### src/rtl/line_stepper.sv
// Bresenham line rasterizer: accepts one signed segment and streams every pixel,
// endpoints included, one per cycle over a valid/ready handshake.
module line_stepper #(
   parameter int N = 32
) (
   input  logic                clk,
   input  logic                rst_n,
   input  logic                in_valid,
   output logic                in_ready,
   input  logic signed [N-1:0] x0,
   input  logic signed [N-1:0] y0,
   input  logic signed [N-1:0] x1,
   input  logic signed [N-1:0] y1,
   output logic                out_valid,
   input  logic                out_ready,
   output logic signed [N-1:0] out_x,
   output logic signed [N-1:0] out_y,
   output logic                out_last,
   output logic                major_x,
   output logic                busy
);

   typedef enum logic [1:0] {
      IDLE  = 2'd0,
      SETUP = 2'd1,
      RUN   = 2'd2
   } state_t;

   state_t state, state_next;

   logic signed [N-1:0] lat_x0, lat_y0, lat_x1, lat_y1;
   logic signed [N-1:0] cx, cy;
   logic                sx_neg, sy_neg;
   logic        [N:0]   remaining;
   logic signed [N+2:0] err;
   logic signed [N+2:0] err_inc_flat;
   logic signed [N+2:0] err_inc_diag;

   logic signed [N:0]   dx, dy;
   logic        [N:0]   ax, ay;
   logic        [N:0]   maj, mnr;
   logic                setup_major_x;
   logic signed [N+2:0] two_min;
   logic signed [N+2:0] err_init;
   logic signed [N+2:0] diag_inc;
   logic                step_minor;
   logic                handshake;

   // Differences are taken one bit wider than the coordinates so |x1-x0| never overflows.
   always_comb begin
      dx            = {lat_x1[N-1], lat_x1} - {lat_x0[N-1], lat_x0};
      dy            = {lat_y1[N-1], lat_y1} - {lat_y0[N-1], lat_y0};
      ax            = dx[N] ? -dx : dx;
      ay            = dy[N] ? -dy : dy;
      setup_major_x = (ax > ay);
      maj           = setup_major_x ? ax : ay;
      mnr           = setup_major_x ? ay : ax;
      two_min       = {1'b0, mnr, 1'b0};
      err_init      = two_min - {2'b00, maj};
      diag_inc      = two_min - {1'b0, maj, 1'b0};
   end

   function automatic logic signed [N-1:0] step_coord(input logic signed [N-1:0] v,
                                                      input logic neg);
      return v + {{(N-1){neg}}, 1'b1};
   endfunction

   assign handshake  = (state == RUN) && out_ready;
   assign step_minor = ~err[N+2];

   always_ff @(posedge clk or negedge rst_n) begin
      if (!rst_n) begin
         state <= IDLE;
      end else begin
         state <= state_next;
      end
   end

   always_comb begin
      state_next = state;
      case (state)
         IDLE:    if (in_valid) state_next = SETUP;
         SETUP:   state_next = RUN;
         RUN:     if (out_ready && (remaining == '0)) state_next = IDLE;
         default: state_next = IDLE;
      endcase
   end

   always_comb begin
      in_ready  = (state == IDLE);
      busy      = (state != IDLE);
      out_valid = (state == RUN);
      out_last  = (state == RUN) && (remaining == '0);
      out_x     = cx;
      out_y     = cy;
   end

   // The error term decides whether the minor axis advances alongside the major one.
   always_ff @(posedge clk or negedge rst_n) begin
      if (!rst_n) begin
         lat_x0       <= '0;
         lat_y0       <= '0;
         lat_x1       <= '0;
         lat_y1       <= '0;
         cx           <= '0;
         cy           <= '0;
         sx_neg       <= 1'b0;
         sy_neg       <= 1'b0;
         major_x      <= 1'b0;
         remaining    <= '0;
         err          <= '0;
         err_inc_flat <= '0;
         err_inc_diag <= '0;
      end else begin
         case (state)
            IDLE: begin
               if (in_valid) begin
                  lat_x0 <= x0;
                  lat_y0 <= y0;
                  lat_x1 <= x1;
                  lat_y1 <= y1;
               end
            end
            SETUP: begin
               cx           <= lat_x0;
               cy           <= lat_y0;
               sx_neg       <= dx[N];
               sy_neg       <= dy[N];
               major_x      <= setup_major_x;
               remaining    <= maj;
               err          <= err_init;
               err_inc_flat <= two_min;
               err_inc_diag <= diag_inc;
            end
            RUN: begin
               if (handshake && (remaining != '0)) begin
                  if (major_x) begin
                     cx <= step_coord(cx, sx_neg);
                     if (step_minor) cy <= step_coord(cy, sy_neg);
                  end else begin
                     cy <= step_coord(cy, sy_neg);
                     if (step_minor) cx <= step_coord(cx, sx_neg);
                  end
                  err       <= step_minor ? (err + err_inc_diag) : (err + err_inc_flat);
                  remaining <= remaining - {{N{1'b0}}, 1'b1};
               end
            end
            default: ;
         endcase
      end
   end

endmodule
### config.mk
export PLATFORM = sky130hd
export DESIGN_NAME = line_stepper
export DESIGN_NICKNAME = d
export VERILOG_FILES = /design/src/rtl/line_stepper.sv
export SDC_FILE = /design/constraint.sdc
export NUM_CORES = 1
export LEC_CHECK = 0
export CORE_UTILIZATION = 40
export DETAILED_ROUTE_END_ITERATION = 8
export GPL_TIMING_DRIVEN = 0
export SLEW_MARGIN = 20
export SYNTH_ARGS = -nofsm -noshare
export SYNTH_HDL_FRONTEND = slang
export SYNTH_SLANG_ARGS = --single-unit
### constraint.sdc
create_clock -name clk -period 18.8 [get_ports clk]
set_input_delay 3.76 -clock clk [delete_from_list [all_inputs] [get_ports clk]]
set_output_delay 3.76 -clock clk [all_outputs]
set_load 0.005 [all_outputs]
==> metrics.log <==
INFO  metric final.min_clock_period = 14030 ps
INFO  metric setup.worst_path.start = lat_x0[3]
INFO  metric endpoint_type_of_the_worst_setup_path = flip-flop
INFO  metric final_wirelength = 107000 um
INFO  metric grt-busiest-layer = met2
INFO  metric wire_length_of_the_first_global_routing_pass = 162000 um
INFO  metric setup.worst_path.class = flip-flop to flip-flop
INFO  metric finish.net_count = 4231
INFO  metric hp-class = flip-flop to flip-flop
INFO  metric ctsHoldBuffers = 0
INFO  metric synthesis.instances = 3617
INFO  metric yosys.cell_types.count = 110
INFO  metric number_of_cells_upsized_or_downsized_after_cts = 0
INFO  metric htree_levels = 2
INFO  metric hold_path_startpoint = err[15]
INFO  metric crit_path_max_fanout = 10
INFO  metric place.detailed.hpwl = 85200 um
INFO  metric synth_area = 0.0303 mm^2
INFO  metric synth_seq_cells = 331
INFO  metric run_status = completed
INFO  metric clock_tree_from_tritoncts = done
INFO  metric max_cap_violations = 0
INFO  metric ioPinCount = 201
INFO  metric post_route_hold_slack = 490 ps
INFO  metric ant_nets = 0
INFO  metric post-synth-top-count-cell = sky130_fd_sc_hd__dfrtp_1
INFO  metric grtUsageTotal = 27.2%
INFO  metric drt_first_iter_violations = 2347
INFO  metric yosysWarnings = 0
INFO  metric fmaxAchievable = 71.3 MHz
INFO  metric setup_viol = 0
INFO  metric timing.critical_path.from_type = flip-flop
INFO  metric postCtsSetupBuffers = 0
INFO  metric timing.final.hold_violations = 0
INFO  metric number_of_pins_with_negative_max_slew_slack_in_the_final_report = 0
INFO  metric largest_net_degree_at_the_start_of_global_routing = 91
INFO  metric unrepaired_setup_endpoints_after_global_routing = false
INFO  metric latest_clock_arrival_within_the_worst_skew_pair = 590 ps
INFO  metric post-route-period-util = 74.6%
INFO  metric area_delta_synth_final = 15.4%
INFO  metric antenna_found_initial = 1
INFO  metric root_buffer = sky130_fd_sc_hd__clkbuf_16
INFO  metric clkSinkCount = 331
INFO  metric grt.met2_usage = 42.8%
INFO  metric timing.critical_path.slowest_stage_cell = sky130_fd_sc_hd__xor2_1
INFO  metric initial_utilization = 40.6%
INFO  metric layout-drive-gt1-share = 10.5%
INFO  metric critPathArrivalTime = 14500 ps
INFO  metric netlist.area_leader.share = 27.3%
INFO  metric synth-edff-count = 0
INFO  metric async_reset_ff_share = 100%
INFO  metric synth_top_cells_by_area = sky130_fd_sc_hd__dfrtp_1 27%, sky130_fd_sc_hd__ha_1 9.5%, sky130_fd_sc_hd__mux2_2 8.1%
INFO  metric vias_per_cell = 5.83
INFO  metric place.gp.congestion = 0.993
INFO  metric tightest_slew = 1190 ps
INFO  metric clock_path_buffers = 3
INFO  metric clk_transition_reported_paths = 60 ps
INFO  metric timing.clock.skew = 29.9 ps
INFO  metric slew-limit-headroom = 20.6%
INFO  metric r2r_start = lat_x0[3]
INFO  metric cts-buffers-inserted = 41
INFO  metric detail_route.drc_violations = 0
INFO  metric grt.overflow.total = 0
INFO  metric wire_per_inst = 21.9 um
INFO  metric drt-pass1-iter-count = 6
INFO  metric groute.layer.met3.usage = 2.63%
INFO  metric synth.largest_area_cell = sky130_fd_sc_hd__dfrtp_1
INFO  metric fin_tns_setup = 0 ps
INFO  metric die_w = 277 um
INFO  metric synth.avg_cell_area = 8.39 um^2
INFO  metric via_count_of_the_first_global_routing_pass = 26700
INFO  metric die_area = 0.0770 mm^2
INFO  metric required = 19270 ps
INFO  metric synth_common_cells = 331 x sky130_fd_sc_hd__dfrtp_1, 302 x sky130_fd_sc_hd__nand2_1, 293 x sky130_fd_sc_hd__nor2_1, 289 x sky130_fd_sc_hd__a21oi_1, 248 x sky130_fd_sc_hd__o21ai_0
INFO  metric routing_usage_on_met1 = 38.7%
INFO  metric core_area = 0.0747 mm^2
INFO  metric port_buffers = 200
INFO  metric num_rows = 100
INFO  metric crit_path_max_incr_delay = 650 ps
INFO  metric synthFlopType = sky130_fd_sc_hd__dfrtp_1
INFO  metric die_h = 277 um
INFO  metric cp_common_cell = sky130_fd_sc_hd__clkbuf_1
INFO  metric postSynthNetCount = 3985
INFO  metric synth_seq_area_share = 27.3%
INFO  metric vias = 28400
==> metrics by stage <==
stage | util [%] | cells | worst slack [ps] | instance area [um^2]
2_1_floorplan | - | 3617 | 9180 | 30300
3_3_place_gp | 44.9 | 4786 | -1400 | 33600
3_5_place_dp | 45.1 | 4789 | 5130 | 33700
4_1_cts | 46.9 | 4862 | 5040 | 35000
5_1_grt | 46.9 | 4862 | 4030 | 35000
6_report | 46.9 | 4863 | 4770 | 35000
==> metal layers <==
layer	routed length, um	share of wire, %
met4	3770	3.5
met5	0	0
met3	5400	5.1
met2	47400	44
met1	50000	47
==> critical path, delay by kind of cell, from the launching register on <==
kind / cells / cell delay, ps
AO/OA/AOI/OAI: 18 / 5020
XOR/XNOR: 2 / 790
adder cells (fa/ha/maj): 3 / 1040
buffers and inverters: 10 / 4000
flip-flops: 1 / 380
AND/OR/NAND/NOR: 11 / 2660
==> layout make-up <==
class                      instances  area (um^2)
antenna                            1         2.50
buffer                           154          627
clock buffer                      57         1180
clock inverter                    16          179
fill                            7318        39700
inverter                         180          676
multi-input combinational       2952        20800
sequential                       331         8290
tap                              969         1210
timing repair buffer             203         2090
==> cell usage in the layout (no fill, tap or decap), types with 120 or more instances in the layout <==
cell / Yosys / final
sky130_fd_sc_hd__a21oi_1: 289 / 289
sky130_fd_sc_hd__mux2_2: 219 / 219
sky130_fd_sc_hd__inv_1: 180 / 180
sky130_fd_sc_hd__clkdlybuf4s50_1: 0 / 199
sky130_fd_sc_hd__ha_1: 230 / 230
sky130_fd_sc_hd__nor2_1: 293 / 293
sky130_fd_sc_hd__o21ai_0: 248 / 247
sky130_fd_sc_hd__clkbuf_1: 124 / 120
sky130_fd_sc_hd__dfrtp_1: 331 / 329
sky130_fd_sc_hd__nand2_1: 302 / 302
==> flip-flops by register name (all words and copies together), names as in the netlist, 2 cells and up <==
name / cells
out_x: 32
lat_y0: 32
err_inc_diag: 34
err: 34
lat_x1: 32
lat_x0: 32
remaining: 33
err_inc_flat: 33
state: 2
out_y: 32
lat_y1: 32
==> cell families (layout without fill, tap and decap cells) <==
group / count (synthesis) / after routing / synth area share [%]
AO/OA/AOI/OAI: 1076 / 1076 / 23.5
XOR/XNOR: 200 / 200 / 5.87
adder cells (fa/ha/maj): 236 / 236 / 9.88
buffers and inverters: 334 / 610 / 4.25
flip-flops: 331 / 331 / 27.3
multiplexers: 293 / 293 / 10.6
other: 0 / 1 / 0
AND/OR/NAND/NOR: 1147 / 1147 / 18.6
==> worst paths after layout <==
kind / slack (ps) / depth (start not counted) / endpoint
max in group asynchronous: 14200 / 3 / err[32]
min in group asynchronous: 3200 / 1 / lat_x0[8]
max reg2reg: 4770 / 44 / err[32]
max: 4770 / 44 / err[32]
min reg2reg: 490 / 2 / err[15]
min: 490 / 2 / err[15]
Power is left out: the tool's default activity adds up to more than one toggle a clock period on the data nets, which glitch-free logic cannot reach.
